[src/rtl/matmul_sched_pkg.sv]
// rtl/matmul_sched_pkg.sv - shared state encoding and status codes for the matmul job scheduler
package matmul_sched_pkg;

    typedef enum logic [2:0] {
        IDLE      = 3'd0,
        SETUP     = 3'd1,
        ACCESS    = 3'd2,
        SETTLE    = 3'd3,
        WAIT_BUSY = 3'd4,
        DONE      = 3'd5
    } state_t;

    localparam logic [1:0] ERR_OK  = 2'b00;
    localparam logic [1:0] ERR_SLV = 2'b01;
    localparam logic [1:0] ERR_TMO = 2'b10;

endpackage

[src/rtl/rr_arbiter.sv]
// rtl/rr_arbiter.sv - combinational round-robin pick of the first request at or after the pointer
module rr_arbiter #(
    parameter int NREQ = 2,
    parameter int PW   = $clog2(NREQ)
) (
    input  logic [NREQ-1:0] req,
    input  logic [PW-1:0]   ptr,
    output logic [NREQ-1:0] gnt
);

    logic found;

    // scan from the pointer upward, wrapping, and take the first active request
    always_comb begin
        gnt   = '0;
        found = 1'b0;
        for (int i = 0; i < NREQ; i++) begin
            if (!found && req[(int'(ptr) + i) % NREQ]) begin
                gnt[(int'(ptr) + i) % NREQ] = 1'b1;
                found = 1'b1;
            end
        end
    end

endmodule

[src/rtl/matmul_job_sched.sv]
// rtl/matmul_job_sched.sv - round-robin job scheduler driving one APB write per job; optional busy watchdog via MATMUL_SCHED_TIMEOUT_EN
module matmul_job_sched
    import matmul_sched_pkg::*;
#(
    parameter int                  NREQ        = 2,
    parameter int                  DATA_WIDTH  = 16,
    parameter int                  BUS_WIDTH   = 64,
    parameter int                  ADDR_WIDTH  = 16,
    parameter logic [ADDR_WIDTH-1:0] CTRL_ADDR = '0,
    parameter int                  SETTLE_CYC  = 2,
    parameter int                  TIMEOUT_CYC = 4096
) (
    input  logic                          clk_i,
    input  logic                          rst_i,
    input  logic [NREQ-1:0]               req_i,
    input  logic [NREQ*BUS_WIDTH-1:0]     ctrl_i,
    output logic [NREQ-1:0]               gnt_o,
    output logic [NREQ-1:0]               done_o,
    output logic [1:0]                    err_o,
    output logic                          psel_o,
    output logic                          penable_o,
    output logic                          pwrite_o,
    output logic [BUS_WIDTH/DATA_WIDTH-1:0] pstrb_o,
    output logic [BUS_WIDTH-1:0]          pwdata_o,
    output logic [ADDR_WIDTH-1:0]         paddr_o,
    input  logic                          pready_i,
    input  logic                          pslverr_i,
    input  logic                          busy_i
);

    localparam int MAX_DIM = BUS_WIDTH / DATA_WIDTH;
    localparam int PW      = $clog2(NREQ);

    state_t                state;
    logic [PW-1:0]         ptr;
    logic [PW-1:0]         gnt_idx;
    logic [NREQ-1:0]       arb_gnt;
    logic [PW-1:0]         arb_idx;
    logic [BUS_WIDTH-1:0]  arb_ctrl;
    logic [PW-1:0]         next_ptr;
    logic [15:0]           settle_cnt;
`ifdef MATMUL_SCHED_TIMEOUT_EN
    logic [15:0]           tmo_cnt;
`endif

    rr_arbiter #(
        .NREQ (NREQ),
        .PW   (PW)
    ) u_arb (
        .req (req_i),
        .ptr (ptr),
        .gnt (arb_gnt)
    );

    // index and control word of the requester the arbiter is offering this cycle
    always_comb begin
        arb_idx  = '0;
        arb_ctrl = '0;
        for (int r = 0; r < NREQ; r++) begin
            if (arb_gnt[r]) begin
                arb_idx  = PW'(r);
                arb_ctrl = ctrl_i[r*BUS_WIDTH +: BUS_WIDTH];
            end
        end
    end

    // pointer moves to the requester just after the one being completed
    always_comb begin
        next_ptr = (gnt_idx == PW'(NREQ - 1)) ? '0 : gnt_idx + 1'b1;
    end

    // job sequencer: grant, APB write, settle, busy wait, completion pulse
    always_ff @(posedge clk_i or posedge rst_i) begin
        if (rst_i) begin
            state      <= IDLE;
            ptr        <= '0;
            gnt_idx    <= '0;
            gnt_o      <= '0;
            done_o     <= '0;
            err_o      <= ERR_OK;
            psel_o     <= 1'b0;
            penable_o  <= 1'b0;
            pwrite_o   <= 1'b0;
            pstrb_o    <= '0;
            pwdata_o   <= '0;
            paddr_o    <= '0;
            settle_cnt <= '0;
`ifdef MATMUL_SCHED_TIMEOUT_EN
            tmo_cnt    <= '0;
`endif
        end else begin
            done_o <= '0;
            case (state)
                IDLE: begin
                    if ((|req_i) && !busy_i) begin
                        gnt_o    <= arb_gnt;
                        gnt_idx  <= arb_idx;
                        pwdata_o <= arb_ctrl;
                        psel_o   <= 1'b1;
                        pwrite_o <= 1'b1;
                        pstrb_o  <= {MAX_DIM{1'b1}};
                        paddr_o  <= CTRL_ADDR;
                        state    <= SETUP;
                    end
                end
                SETUP: begin
                    penable_o <= 1'b1;
                    state     <= ACCESS;
                end
                ACCESS: begin
                    if (pready_i) begin
                        psel_o    <= 1'b0;
                        penable_o <= 1'b0;
                        pwrite_o  <= 1'b0;
                        pstrb_o   <= '0;
                        pwdata_o  <= '0;
                        paddr_o   <= '0;
                        if (pslverr_i) begin
                            err_o  <= ERR_SLV;
                            done_o <= gnt_o;
                            state  <= DONE;
                        end else begin
                            settle_cnt <= '0;
                            state      <= SETTLE;
                        end
                    end
                end
                SETTLE: begin
                    if (settle_cnt == 16'(SETTLE_CYC - 1)) begin
`ifdef MATMUL_SCHED_TIMEOUT_EN
                        tmo_cnt <= '0;
`endif
                        state   <= WAIT_BUSY;
                    end else begin
                        settle_cnt <= settle_cnt + 16'd1;
                    end
                end
                WAIT_BUSY: begin
                    if (!busy_i) begin
                        err_o  <= ERR_OK;
                        done_o <= gnt_o;
                        state  <= DONE;
                    end
`ifdef MATMUL_SCHED_TIMEOUT_EN
                    else if (tmo_cnt == 16'(TIMEOUT_CYC - 1)) begin
                        err_o  <= ERR_TMO;
                        done_o <= gnt_o;
                        state  <= DONE;
                    end else begin
                        tmo_cnt <= tmo_cnt + 16'd1;
                    end
`endif
                end
                DONE: begin
                    gnt_o <= '0;
                    err_o <= ERR_OK;
                    ptr   <= next_ptr;
                    state <= IDLE;
                end
                default: state <= IDLE;
            endcase
        end
    end

endmodule

[config.mk]
export PLATFORM = sky130hd
export DESIGN_NAME = matmul_job_sched
export DESIGN_NICKNAME = d
export VERILOG_FILES = /design/src/rtl/matmul_sched_pkg.sv /design/src/rtl/rr_arbiter.sv /design/src/rtl/matmul_job_sched.sv
export SDC_FILE = /design/constraint.sdc
export NUM_CORES = 1
export LEC_CHECK = 0
export BUFFER_PORTS_ARGS = -buffer_cell sky130_fd_sc_hd__buf_2
export CAP_MARGIN = 25
export CELL_PAD_IN_SITES_DETAIL_PLACEMENT = 1
export CELL_PAD_IN_SITES_GLOBAL_PLACEMENT = 1
export CORE_MARGIN = 4
export CORE_UTILIZATION = 37
export DETAILED_ROUTE_END_ITERATION = 16
export PLACE_DENSITY = 0.93
export SYNTH_ARGS = -nofsm -noshare
export SYNTH_HDL_FRONTEND = slang
export SYNTH_HIERARCHICAL = 1
export SYNTH_SLANG_ARGS = --single-unit
[constraint.sdc]
create_clock -name clk_i -period 4.5 [get_ports clk_i]
set_input_delay 0.45 -clock clk_i [delete_from_list [all_inputs] [get_ports clk_i]]
set_output_delay 0.45 -clock clk_i [all_outputs]
set_load 0.01 [all_outputs]
### Word-level counts from Yosys, hierarchy flattened

Index checks and enable logic that the tools add are counted.

| storage, ports and cells | value |
|---|---|
| register bits after elaboration | 113 |
| input port bits | 135 |
| output and inout bits | 93 |
| logic and storage cells | 103 |

| operators by class | value |
|---|---|
| add/subtract/negate cells | 3 |
| $lt $le $gt $ge | 4 |
| eq/ne operators | 13 |
| muxes and demuxes | 49 |
| bitwise operators | 2 |
| reduce and logical (&&, ||, !) cells | 20 |

Operator list:

| kind | number |
|---|---|
| $mux 64 | 4 |
| $pmux 64 s2 | 1 |
| $mux 16 | 5 |
| $pmux 16 s2 | 2 |
| $mux 2 | 9 |
| $add 16x1->16 const B | 1 |
| $eq 16x1->1 const B | 1 |
| $mux 3 | 5 |
| $pmux 3 s5 | 1 |
| $ne 2x2->1 const B | 7 |
| $mux 1 | 12 |
| $reduce_and 4->1 | 3 |
| $mux 4 | 2 |
| $pmux 2 s2 | 2 |
| $pmux 4 s2 | 1 |
| $reduce_bool 2->1 | 4 |
| $eq 3x2->1 const B | 2 |
| $eq 3x3->1 const B | 2 |
| $pmux 2 s3 | 1 |
| $reduce_and 2->1 | 3 |
| $logic_and 1x1->1 | 4 |
| $pmux 1 s2 | 2 |
| $eq 3x1->1 const B | 1 |
| $logic_not 3->1 | 1 |
| 12 further kinds | 15 |

### Longest topological paths before layout

Gate-level depths: netlist of run 1.

| logic depth | value |
|---|---|
| depth after elaboration | 12 |
| depth in mapped cells | 10 |
| gate-level depth less buffers | 6 |

### Cells and area by module

The synthesis of run 1 kept the hierarchy.

By module, submodules not included:

| module | instances | cells an instance | area an instance (um2) | seq. area each (um2) |
|---|---|---|---|---|
| matmul_job_sched | 1 | 433 | 4588.2 | 2302.2 |
| rr_arbiter | 1 | 3 | 18.8 | 0.0 |

### Worst setup path after synthesis of run 1

No wires, ideal clock.

| path | value |
|---|---|
| kind | input port to flip-flop |
| from | input req_i[1] |
| to | register pwdata_o[43] |
| library setup time | 118 ps |
| arrival | 1857 ps |
| data required time | 4382 ps |
| path slack | 2525 ps |
| cell stages on the path | 9 |
| buffers on the path | 4 |
| path through | a21boi_1 -> clkbuf_1 -> nor2b_1 -> clkbuf_1 -> nor3b_2 -> buf_2 -> buf_2 -> a22o_1 -> a21o_1 |

| between the ends | value |
|---|---|
| word-level cells in the longest chain between the ends | 10 |
| elaborated cells on any way between the ends | 19 |
| classes of those cells | eq/ne (1); mux (12); bitwise (1); reduce/logical (5) |

RTL lines:

| item | line | source |
|---|---|---|
| from (decl) | matmul_job_sched.sv:15 | `input logic [NREQ-1:0] req_i,` |
| $mux 1 (implied by the code) (2 in series) | rr_arbiter.sv:18 | `if (!found && req[(int'(ptr) + i) % NREQ]) begin` |
| $mux 1 | rr_arbiter.sv:18 |  |
| $logic_not 1->1 | rr_arbiter.sv:18 |  |
| $logic_and 1x1->1 | rr_arbiter.sv:18 |  |
| $mux 2 | rr_arbiter.sv:18 |  |
| $mux 64 (2 in series) | matmul_job_sched.sv:60 | `if (arb_gnt[r]) begin` |
| $mux 64 | matmul_job_sched.sv:95 | `if ((\|req_i) && !busy_i) begin` |
| $pmux 64 s2 | matmul_job_sched.sv:93 | `case (state)` |
| to (signal assigned) | matmul_job_sched.sv:98 | `pwdata_o <= arb_ctrl;` |
| to (decl) | matmul_job_sched.sv:24 | `output logic [BUS_WIDTH-1:0] pwdata_o,` |

Parallel ways exist; a longest one is shown, timed or not. The select of a mux whose other input is x is not followed.
A chain may end at the register's enable or synchronous reset.

### Worst setup path in the final report of run 1

| path | value |
|---|---|
| from | register settle_cnt[5] |
| to | register settle_cnt[2] |

| between the ends | value |
|---|---|
| word-level cells in the longest chain between the ends | 3 |

RTL lines:

| item | line | source |
|---|---|---|
| from (decl) | matmul_job_sched.sv:41 | `logic [15:0] settle_cnt;` |
| from (signal assigned) | matmul_job_sched.sv:135 | `settle_cnt <= settle_cnt + 16'd1;` |
| $eq 16x1->1 | matmul_job_sched.sv:129 | `if (settle_cnt == 16'(SETTLE_CYC - 1)) begin` |
| $ne 2x2->1 (no line) | -- |  |
| $reduce_and 4->1 (no line) | -- |  |

Every way passes these cells.

==> results of run 1 <==
==> worst min path at each step <==
stage | to | cells after the start | slack (ps)
finish | pwdata_o[32] | 2 | 220
global route | pwdata_o[40] | 2 | 280
CTS | pwdata_o[28] | 2 | 240
detailed placement | pwdata_o[46] | 1 | 460
global placement | ptr | 1 | 450
floorplan | ptr | 1 | 440
==> stage by stage <==
| step | instance area (um^2) | total power [uW] | setup slack (ps) | hold WS (ps) | instances |
|---|---|---|---|---|---|
| 6_report | 6010 | 3630 | 1750 | 217 | 797 |
| 5_1_grt | 6010 | 3890 | 1470 | 283 | 797 |
| 4_1_cts | 5980 | 3660 | 1730 | 238 | 796 |
| 3_5_place_dp | 5660 | 2830 | 1680 | 462 | 780 |
| 3_3_place_gp | 5660 | 2720 | 1850 | 452 | 780 |
| 2_1_floorplan | 4670 | 2280 | 1660 | 436 | 452 |
==> cells in the mapped netlist (9+ instances only) <==
library cell   n
nand4_1        9
o21ai_0       23
dfrtp_1       92
nand2_1       14
inv_1          9
a21o_1        49
a22o_1        48
clkbuf_1      24
buf_4         22
a22oi_1       16
nand3_1       22
nor4_1         9
==> metal layers <==
metal	vias up	global-route usage	part of all wire
li1	1988	-	-
met5	-	0	0
met1	2121	0.232	0.38
met4	0	0.0716	0.023
met3	26	0.0434	0.059
met2	166	0.369	0.53
==> report_power, final <==
group          switching, uW  internal, uW
combinational            781           600
sequential               277          1160
clock                    323           492
==> sequential cells by signal, indices dropped and copies added (netlist names) <==
| signal | flops |
|---|---|
| err_o | 1 |
| gnt_o | 2 |
| pstrb_o | 1 |
| settle_cnt | 16 |
| gnt_idx | 1 |
| penable_o | 1 |
| state | 3 |
| done_o | 2 |
| ptr | 1 |
| pwdata_o | 64 |
==> area by class of cell <==
type / count / area (um^2)
clock buffer: 10 / 229
clock inverter: 6 / 93.8
fill: 1432 / 6100
inverter: 9 / 35.0
multi-input combinational: 294 / 2010
sequential: 92 / 2300
tap: 168 / 210
timing repair buffer: 218 / 1130
==> cell usage in the layout, fill, tap and decap left out, types with 2 or more instances in the layout <==
master / n
inv_1: 8
and2_1: 3
nand3_1: 22
mux2i_1: 2
clkbuf_16: 9
conb_1: 17
and4_1: 7
nand2_1: 14
a22o_1: 48
o21a_1: 2
nand4b_1: 2
and3_1: 2
buf_4: 7
a21o_1: 49
or2_2: 2
nand3b_1: 2
buf_2: 210
bufinv_16: 2
nor4_1: 9
nor2_1: 8
inv_6: 2
nand2b_1: 2
o21ai_0: 23
a22oi_1: 16
a21boi_0: 3
a21oi_1: 7
nor3_1: 4
ha_1: 2
a211o_1: 5
nor3b_4: 2
a31oi_1: 5
nand4_1: 9
nor2b_1: 2
dfrtp_1: 92
o211ai_1: 6
==> kinds of logic (layout without fill, tap and decap cells) <==
group | Yosys count | in the layout | share of synthesized area
mux | 2 | 2 | 0.00435
other cells | 1 | 17 | 0.000814
fa+ha+maj | 2 | 2 | 0.00543
buf+inv | 66 | 243 | 0.0796
xor+xnor | 1 | 1 | 0.00190
compound gates | 175 | 175 | 0.284
simple gates | 97 | 97 | 0.124
flops | 92 | 92 | 0.500
==> critical path: cells and delay by family (launching register included) <==
kind / cells / cell delay [ps]
flops: 1 / 480
compound gates: 2 / 1130
simple gates: 2 / 990
==> impl_metrics.json, run 1 <==
{
  "routedWlPerCell_um": 18.1,
  "synth_top_area_cell": "dfrtp_1",
  "yosys_register_bits": 92,
  "die_area_um2": 14300,
  "path_cells": "nor4_1 -> nand4_1 -> a21boi_0 -> o211ai_1",
  "core-area_um2": 12100,
  "yosys.cell_types.count": 54,
  "slew_violations": 0,
  "timing.critical_path.to": "settle_cnt[2]",
  "tritoncts_num_sinks": 92,
  "tritoncts_clock_tree": "done",
  "grt_pass1_wl_mm": 23.4,
  "grt_setup_unrepaired": "no",
  "synth_flop_cell": "dfrtp_1",
  "area_delta_synth_final_pct": 30.5,
  "final_min_period_over_clock_period": 0.611,
  "regToRegStartpoint": "settle_cnt[5]",
  "r2r_cells": 4,
  "timing_worst_slew_pin_value_ps": 924,
  "power_per_cell_area_nw_per_um2": 604,
  "ant_nets": 0,
  "cts-hold-fix-buffers": 0,
  "worst_setup_path_startpoint": "settle_cnt[5]",
  "dr_total_vias": 4301,
  "fin_util": 0.496,
  "drc_errors": 0,
  "synth.avg_cell_area_um2": 10.6,
  "count_of_flip_flops_with_a_built_in_enable_after_synthesis": 0,
  "post-route-min-period_ps": 2750,
  "place.port_buffers": 210,
  "syn_inst": 436,
  "area_of_the_mapped_netlist_um2": 4610,
  "synth_async_reset_ratio": 1.00,
  "seq_area_frac_synth": 0.500,
  "placement_rows": 40,
  "ios": 228,
  "route.final.wire_length_mm": 14.4,
  "cts_htree_levels": 3,
  "firstDrtPassIters": 4,
  "fp.dieH_um": 120,
  "setup_total_negative_slack_ps": 0,
  "net_count_of_the_finished_layout": 761,
  "hold_path_class": "in -> async",
  "power.static_leakage_uw": 0.00343,
  "maxCapViolations": 0,
  "yosysTopAreaCellShare": 0.500,
  "timing.max_slew.rel_slack": 0.379,
  "groute.usage.overall": 0.202,
  "globalRouteOverflowTotal": 0,
  "via_count_of_the_first_global_routing_pass": 4623,
  "cp_max_fo": 11,
  "post-cts-setup-buffer-count": 0,
  "crit_arrival_ps": 2930,
  "post_cts_resize_count": 0,
  "max_freq_mhz": 364,
  "n_antenna_cell": 0,
  "cts_made_buffers": 9,
  "vdd_drop_max_mv": 0.274,
  "warnings_synthesis": 6,
  "floorplan.initialDensity": 0.380,
  "grt_start_max_net_pins": 49,
  "critPathRequiredTime_ps": 4680,
  "crit_path_start_kind": "flip-flop",
  "crit_path_slowest_cell": "a21boi_0",
  "final-setup-viol-count": 0,
  "hold_viol_final": 0,
  "worst-setup-path-type": "reg -> reg",
  "viasPerCell": 5.40,
  "cts.clk_slew.worst_paths_ps": 70,
  "timing.critical_path.slowest_cell_delay_ps": 920,
  "gp_congestion": 0.849,
  "outcome": "finished clean",
  "r2r_end": "settle_cnt[2]",
  "violation_count_after_the_first_detailed_route_iteration": 241,
  "die_x_um": 120,
  "netlist_top_cells_area": "dfrtp_1 (50%), a22o_1 (9.1%), a21o_1 (8.0%)",
  "worst_clock_skew_ps": 8.87,
  "clock_path_buffers": 2,
  "layout_cells_sized_above_1": 0.382,
  "place_hpwl_mm": 11.0,
  "insertion_delay_ps": 340,
  "antenna_found_initial": 0,
  "r2r_setup_slack_ps": 1750,
  "setup.worst_path.end_class": "flip-flop",
  "cts_root_buffer": "clkbuf_16"
}
(Power assumes the default switching activity.)
==> run 2: changes to the inputs <==
--- a/config.mk
+++ b/config.mk
@@ -10,9 +10,9 @@
 export CELL_PAD_IN_SITES_DETAIL_PLACEMENT = 1
 export CELL_PAD_IN_SITES_GLOBAL_PLACEMENT = 1
 export CORE_MARGIN = 4
-export CORE_UTILIZATION = 37
+export CORE_UTILIZATION = 34
 export DETAILED_ROUTE_END_ITERATION = 16
-export PLACE_DENSITY = 0.93
+export PLACE_DENSITY = 0.87
 export SYNTH_ARGS = -nofsm -noshare
 export SYNTH_HDL_FRONTEND = slang
 export SYNTH_HIERARCHICAL = 1
==> constraint.sdc (replaced) <==
create_clock -name clk_i -period 2.8 [get_ports clk_i]
set_input_delay 0.28 -clock clk_i [delete_from_list [all_inputs] [get_ports clk_i]]
set_output_delay 0.28 -clock clk_i [all_outputs]
set_load 0.01 [all_outputs]
==> run 2 against run 1 <==
  * Cell area decreased by 0.19%
  * Die area increased by 8.2%
  * Setup slack got worse by 1300 ps
  * Global-route usage decreased by 1.7 points
  * Via count increased by 0.77%
  * Critical path depth increased by 2
  * Fmax increased by 19%
  * Total power increased by 58%
  * Largest cell class unchanged
  * Highest routed layer unchanged
==> impl_metrics.json, run 2 (synthesis results as in run 1) <==
{
  "firstDrtPassIters": 5,
  "biggestRegsByFlops": "pwdata_o x64, settle_cnt x16, state x3",
  "layout.filler_cells": 1580,
  "slew_violations": 0,
  "power.static_leakage_uw": 0.00342,
  "largest_reg_flops": 64,
  "placement_rows": 42,
  "path_cells": "inv_1 -> ha_1 -> nor3b_1 -> nand4_1 -> a221o_1 -> o31ai_1",
  "gp_congestion": 0.808,
  "place_hpwl_mm": 10.8,
  "critPathRequiredTime_ps": 3040,
  "cts-hold-fix-buffers": 0,
  "max_freq_mhz": 432,
  "commonest_cells_after_routing_fill_and_taps_aside": "buf_2 (210), dfrtp_1 (92), a21o_1 (49), a22o_1 (48), o21ai_0 (23)",
  "hold_viol_final": 0,
  "post-route-min-period_ps": 2320,
  "outcome": "finished clean",
  "viasPerCell": 5.37,
  "crit_buf_inv": 1,
  "area_delta_synth_final_pct": 30.3,
  "final-setup-viol-count": 0,
  "timing_worst_slew_pin_value_ps": 709,
  "floorplan.initialDensity": 0.348,
  "cts_made_buffers": 9,
  "hold-worst-slack_ps": 34.8,
  "power_per_cell_area_nw_per_um2": 957,
  "fp.dieH_um": 124,
  "place.port_buffers": 210,
  "grt_start_max_net_pins": 53,
  "dp_worst_setup_slack_ps": 540,
  "ios": 228,
  "timing.max_slew.rel_slack": 0.527,
  "die_x_um": 124,
  "tritoncts_num_sinks": 92,
  "maxCapViolations": 0,
  "ant_nets": 0,
  "post-route-cell-area_um2": 6000,
  "tritoncts_clock_tree": "done",
  "setup.worst_path.end_class": "flip-flop",
  "violation_count_after_the_first_detailed_route_iteration": 186,
  "groute.usage.overall": 0.185,
  "grt_setup_unrepaired": "no",
  "cts_htree_levels": 3,
  "core-area_um2": 13200,
  "vdd_drop_max_mv": 0.321,
  "antenna_found_initial": 0,
  "routedWlPerCell_um": 18.0,
  "layout.cells.most_common": "buf_2",
  "globalRouteOverflowTotal": 0,
  "post-cts-setup-buffer-count": 0,
  "post_cts_resize_count": 0,
  "hold_path_class": "in -> async",
  "largest-register": "pwdata_o",
  "n_antenna_cell": 0,
  "crit_path_start_kind": "flip-flop",
  "setup_ws_ps": 484,
  "setup_total_negative_slack_ps": 0,
  "clock_path_buffers": 2,
  "crit_arrival_ps": 2560,
  "layout_cells_sized_above_1": 0.384,
  "timing.critical_path.slowest_cell_delay_ps": 540,
  "net_count_of_the_finished_layout": 763,
  "final_min_period_over_clock_period": 0.827,
  "cp_max_fo": 11,
  "worst-setup-path-type": "reg -> reg",
  "via_count_of_the_first_global_routing_pass": 4672,
  "grt_pass1_wl_mm": 23.8,
  "route.final.wire_length_mm": 14.5,
  "cts_root_buffer": "clkbuf_16",
  "dr_total_vias": 4334,
  "worst_clock_skew_ps": 5.59,
  "cts.clk_slew.worst_paths_ps": 70,
  "post_dp_cell_area_um2": 5710,
  "crit_path_slowest_cell": "a221o_1",
  "die_area_um2": 15500,
  "critPathTopFamily": "simple AND/OR/NAND/NOR gates",
  "drc_errors": 0,
  "insertion_delay_ps": 340
}
run 2: layout make-up:
| class | count | area [um^2] | area share |
|---|---|---|---|
| multi-input combinational | 294 | 2010 | 0.335 |
| inverter | 9 | 35.0 | 0.00584 |
| clock buffer | 10 | 229 | 0.0382 |
| sequential | 92 | 2300 | 0.384 |
| timing repair buffer | 220 | 1140 | 0.190 |
| clock inverter | 6 | 65.1 | 0.0108 |
| tap | 176 | 220 | 0.0367 |
run 2: stage by stage:
| step | total power [uW] | utilization | std cells |
|---|---|---|---|
| after floorplan | 3670 | - | 452 |
| after global routing | 6150 | 0.453 | 807 |
| final | 5740 | 0.453 | 807 |
| after detailed placement | 4560 | 0.431 | 791 |
| after global placement | 4410 | 0.431 | 791 |
| after CTS | 5820 | 0.453 | 807 |
run 2: report_power, final:
group / internal, uW / leakage (uW) / switching, uW
sequential: 1870 / 0.00122 / 451
clock: 692 / 0.000142 / 511
combinational: 958 / 0.00206 / 1260
total: 3510 / 0.00342 / 2230
run 2: per-layer routing:
layer	up-vias	share of wire	track usage
li1	1997	-	-
met1	2139	0.40	0.226
met4	0	0.025	0.0767
met5	-	0	0
met3	26	0.052	0.0309
met2	172	0.52	0.323
run 2: worst paths after layout:
kind	slack [ps]	to	cells past startpoint	start
setup reg to reg	480	state[2]	6	settle_cnt[1]
max in group asynchronous	2050	penable_o	3	rst_i
setup / recovery	480	state[2]	6	settle_cnt[1]
hold reg to reg	470	pwdata_o[47]	1	pwdata_o[47]
min in group clk_i	240	pwdata_o[4]	3	ctrl_i[4]
hold / removal	30	pwdata_o[53]	2	rst_i
==> run 3: changes to the inputs <==
==> constraint.sdc (replaced) <==
create_clock -name clk_i -period 2.15 [get_ports clk_i]
set_input_delay 0.215 -clock clk_i [delete_from_list [all_inputs] [get_ports clk_i]]
set_output_delay 0.215 -clock clk_i [all_outputs]
set_load 0.01 [all_outputs]
==> run 3 against run 2 <==
  * Global-route usage is 0.52 points lower
  * Via count hardly changed
  * Non-clock buffer count rose by 9
  * Core utilization grew 1.0 points
  * Cell area is 2.2% higher
  * Sequential power increased by 25%
  * Largest power group is now combinational logic
  * Worst hold slack better by 130 ps
  * Total power grew 34%
  * Register-to-register slack got worse by 360 ps
  * Critical path type unchanged
  * First-iteration DRC count grew 41%
==> impl_metrics.json, run 3 (synthesis results as in run 1) <==
{
  "grt_start_max_net_pins": 50,
  "fp.dieH_um": 124,
  "floorplan.initialDensity": 0.348,
  "final-setup-viol-count": 0,
  "worst-setup-path-type": "reg -> reg",
  "power.sequential.fraction": 0.378,
  "groute.usage.overall": 0.180,
  "globalRouteOverflowTotal": 0,
  "power.switching_fraction": 0.378,
  "commonest_cells_after_routing_fill_and_taps_aside": "buf_2 (210), dfrtp_1 (92), a21o_1 (49), a22o_1 (48), o21ai_0 (23)",
  "placement_rows": 42,
  "drc_errors": 0,
  "viasPerCell": 5.31,
  "antenna_found_initial": 0,
  "post-route-min-period_ps": 2030,
  "max_freq_mhz": 494,
  "timing_worst_slew_pin_value_ps": 557,
  "crit_arrival_ps": 2270,
  "n_antenna_cell": 0,
  "firstDrtPassIters": 4,
  "cts_htree_levels": 3,
  "outcome": "finished clean",
  "cellInternalPower_uw": 4800,
  "largest_reg_flops": 64,
  "cp_max_fo": 10,
  "routedWlPerCell_um": 17.6,
  "cts_made_buffers": 9,
  "power_per_cell_area_nw_per_um2": 1260,
  "power.static_leakage_uw": 0.00348,
  "timing.max_slew.rel_slack": 0.628,
  "place.port_buffers": 210,
  "layout.filler_cells": 1583,
  "timing.critical_path.slowest_cell_delay_ps": 510,
  "clock_path_buffers": 2,
  "area_delta_synth_final_pct": 33.1,
  "cts.clk_slew.worst_paths_ps": 70,
  "pwr-share-comb": 0.400,
  "crit_path_start_kind": "flip-flop",
  "slew_violations": 0,
  "cts_root_buffer": "clkbuf_16",
  "route.final.wire_length_mm": 14.4,
  "critPathRequiredTime_ps": 2390,
  "largest-register": "pwdata_o",
  "path_cells": "nor4_1 -> and4_1 -> o21ai_1 -> buf_4 -> a21boi_0",
  "dr_total_vias": 4337,
  "crit_path_slowest_cell": "and4_1",
  "ant_nets": 0,
  "worst_clock_skew_ps": 7.55,
  "die_x_um": 124,
  "layout_cells_sized_above_1": 0.391,
  "grt_setup_unrepaired": "no",
  "die_area_um2": 15500,
  "maxCapViolations": 0,
  "via_count_of_the_first_global_routing_pass": 4625,
  "layout.cells.most_common": "buf_2",
  "tritoncts_clock_tree": "done",
  "place_hpwl_mm": 10.7,
  "net_count_of_the_finished_layout": 772,
  "grt_pass1_wl_mm": 23.1,
  "net-switching-power_uw": 2920,
  "ios": 228,
  "core-area_um2": 13200,
  "insertion_delay_ps": 340,
  "gp_congestion": 0.914,
  "setup_total_negative_slack_ps": 0,
  "hold_viol_final": 0,
  "tritoncts_num_sinks": 92,
  "post-cts-setup-buffer-count": 0,
  "share_clk_of_total_power": 0.222,
  "vdd_drop_max_mv": 0.523,
  "final_min_period_over_clock_period": 0.942,
  "setup.worst_path.end_class": "flip-flop",
  "violation_count_after_the_first_detailed_route_iteration": 262,
  "report.power.total_uw": 7710,
  "biggestRegsByFlops": "pwdata_o x64, settle_cnt x16, state x3",
  "hold_path_class": "in -> reg"
}
run 3: path summary, 6_finish.rpt:
check                         startpoint             to  slack [ps]  cells past startpoint
setup / recovery           settle_cnt[6]  settle_cnt[4]         120                      5
min in group asynchronous          rst_i   pwdata_o[40]         480                      3
setup reg to reg           settle_cnt[6]  settle_cnt[4]         120                      5
max in group asynchronous          rst_i      done_o[0]        1020                      4
hold reg to reg             pwdata_o[61]   pwdata_o[61]         470                      1
hold / removal                 ctrl_i[9]    pwdata_o[9]         170                      3
run 3: critical path, delay by kind of cell, from the launching register on:
| family | cells | cell delay, ps |
|---|---|---|
| flip-flops | 1 | 460 |
| AND/OR/NAND/NOR | 2 | 980 |
| AO/OA/AOI/OAI | 2 | 290 |
| buffers and inverters | 1 | 180 |
run 3: repair_timing:
action,in CTS,in global routing
endpoints found under the hold margin,21,0
setup endpoints to repair,0,0
resized for setup,0,0
hold buffers,1,0
run 3: metrics by stage:
| stage | utilization | setup slack [ps] | cell area, um^2 | hold WS, ps | cells |
|---|---|---|---|---|---|
| final | 0.463 | 125 | 6130 | 167 | 816 |
| after global routing | 0.463 | 44.1 | 6130 | 169 | 816 |
| after CTS | 0.463 | 143 | 6130 | 158 | 816 |
| after detailed placement | 0.438 | 206 | 5790 | 313 | 799 |
| after global placement | 0.438 | 276 | 5790 | 300 | 799 |
| after floorplan | - | 176 | 4670 | 363 | 452 |
run 3: final cells by class:
type                       instances  area (um^2)  share of cell area
inverter                           9         37.5             0.00612
timing repair buffer             229         1230               0.201
sequential                        92         2300               0.375
clock buffer                      10          229              0.0373
clock inverter                     6          100              0.0163
multi-input combinational        294         2010               0.328
tap                              176          220              0.0359
run 3: routing by layer:
metal,share of wire,global-route usage
met5,0,0
met3,0.055,0.0382
met1,0.41,0.216
met2,0.51,0.313
met4,0.025,0.0716
run 3: power by group through the flow:
| stage | sequential (uW) | combinational, uW | clock, uW |
|---|---|---|---|
| 6_report | 2910 | 3090 | 1710 |
| 2_1_floorplan | 3130 | 1640 | 0 |
| 3_3_place_gp | 2880 | 2940 | 0 |
| 3_5_place_dp | 2910 | 3100 | 0 |
| 5_1_grt | 3000 | 3380 | 1840 |
| 4_1_cts | 2910 | 3130 | 1760 |
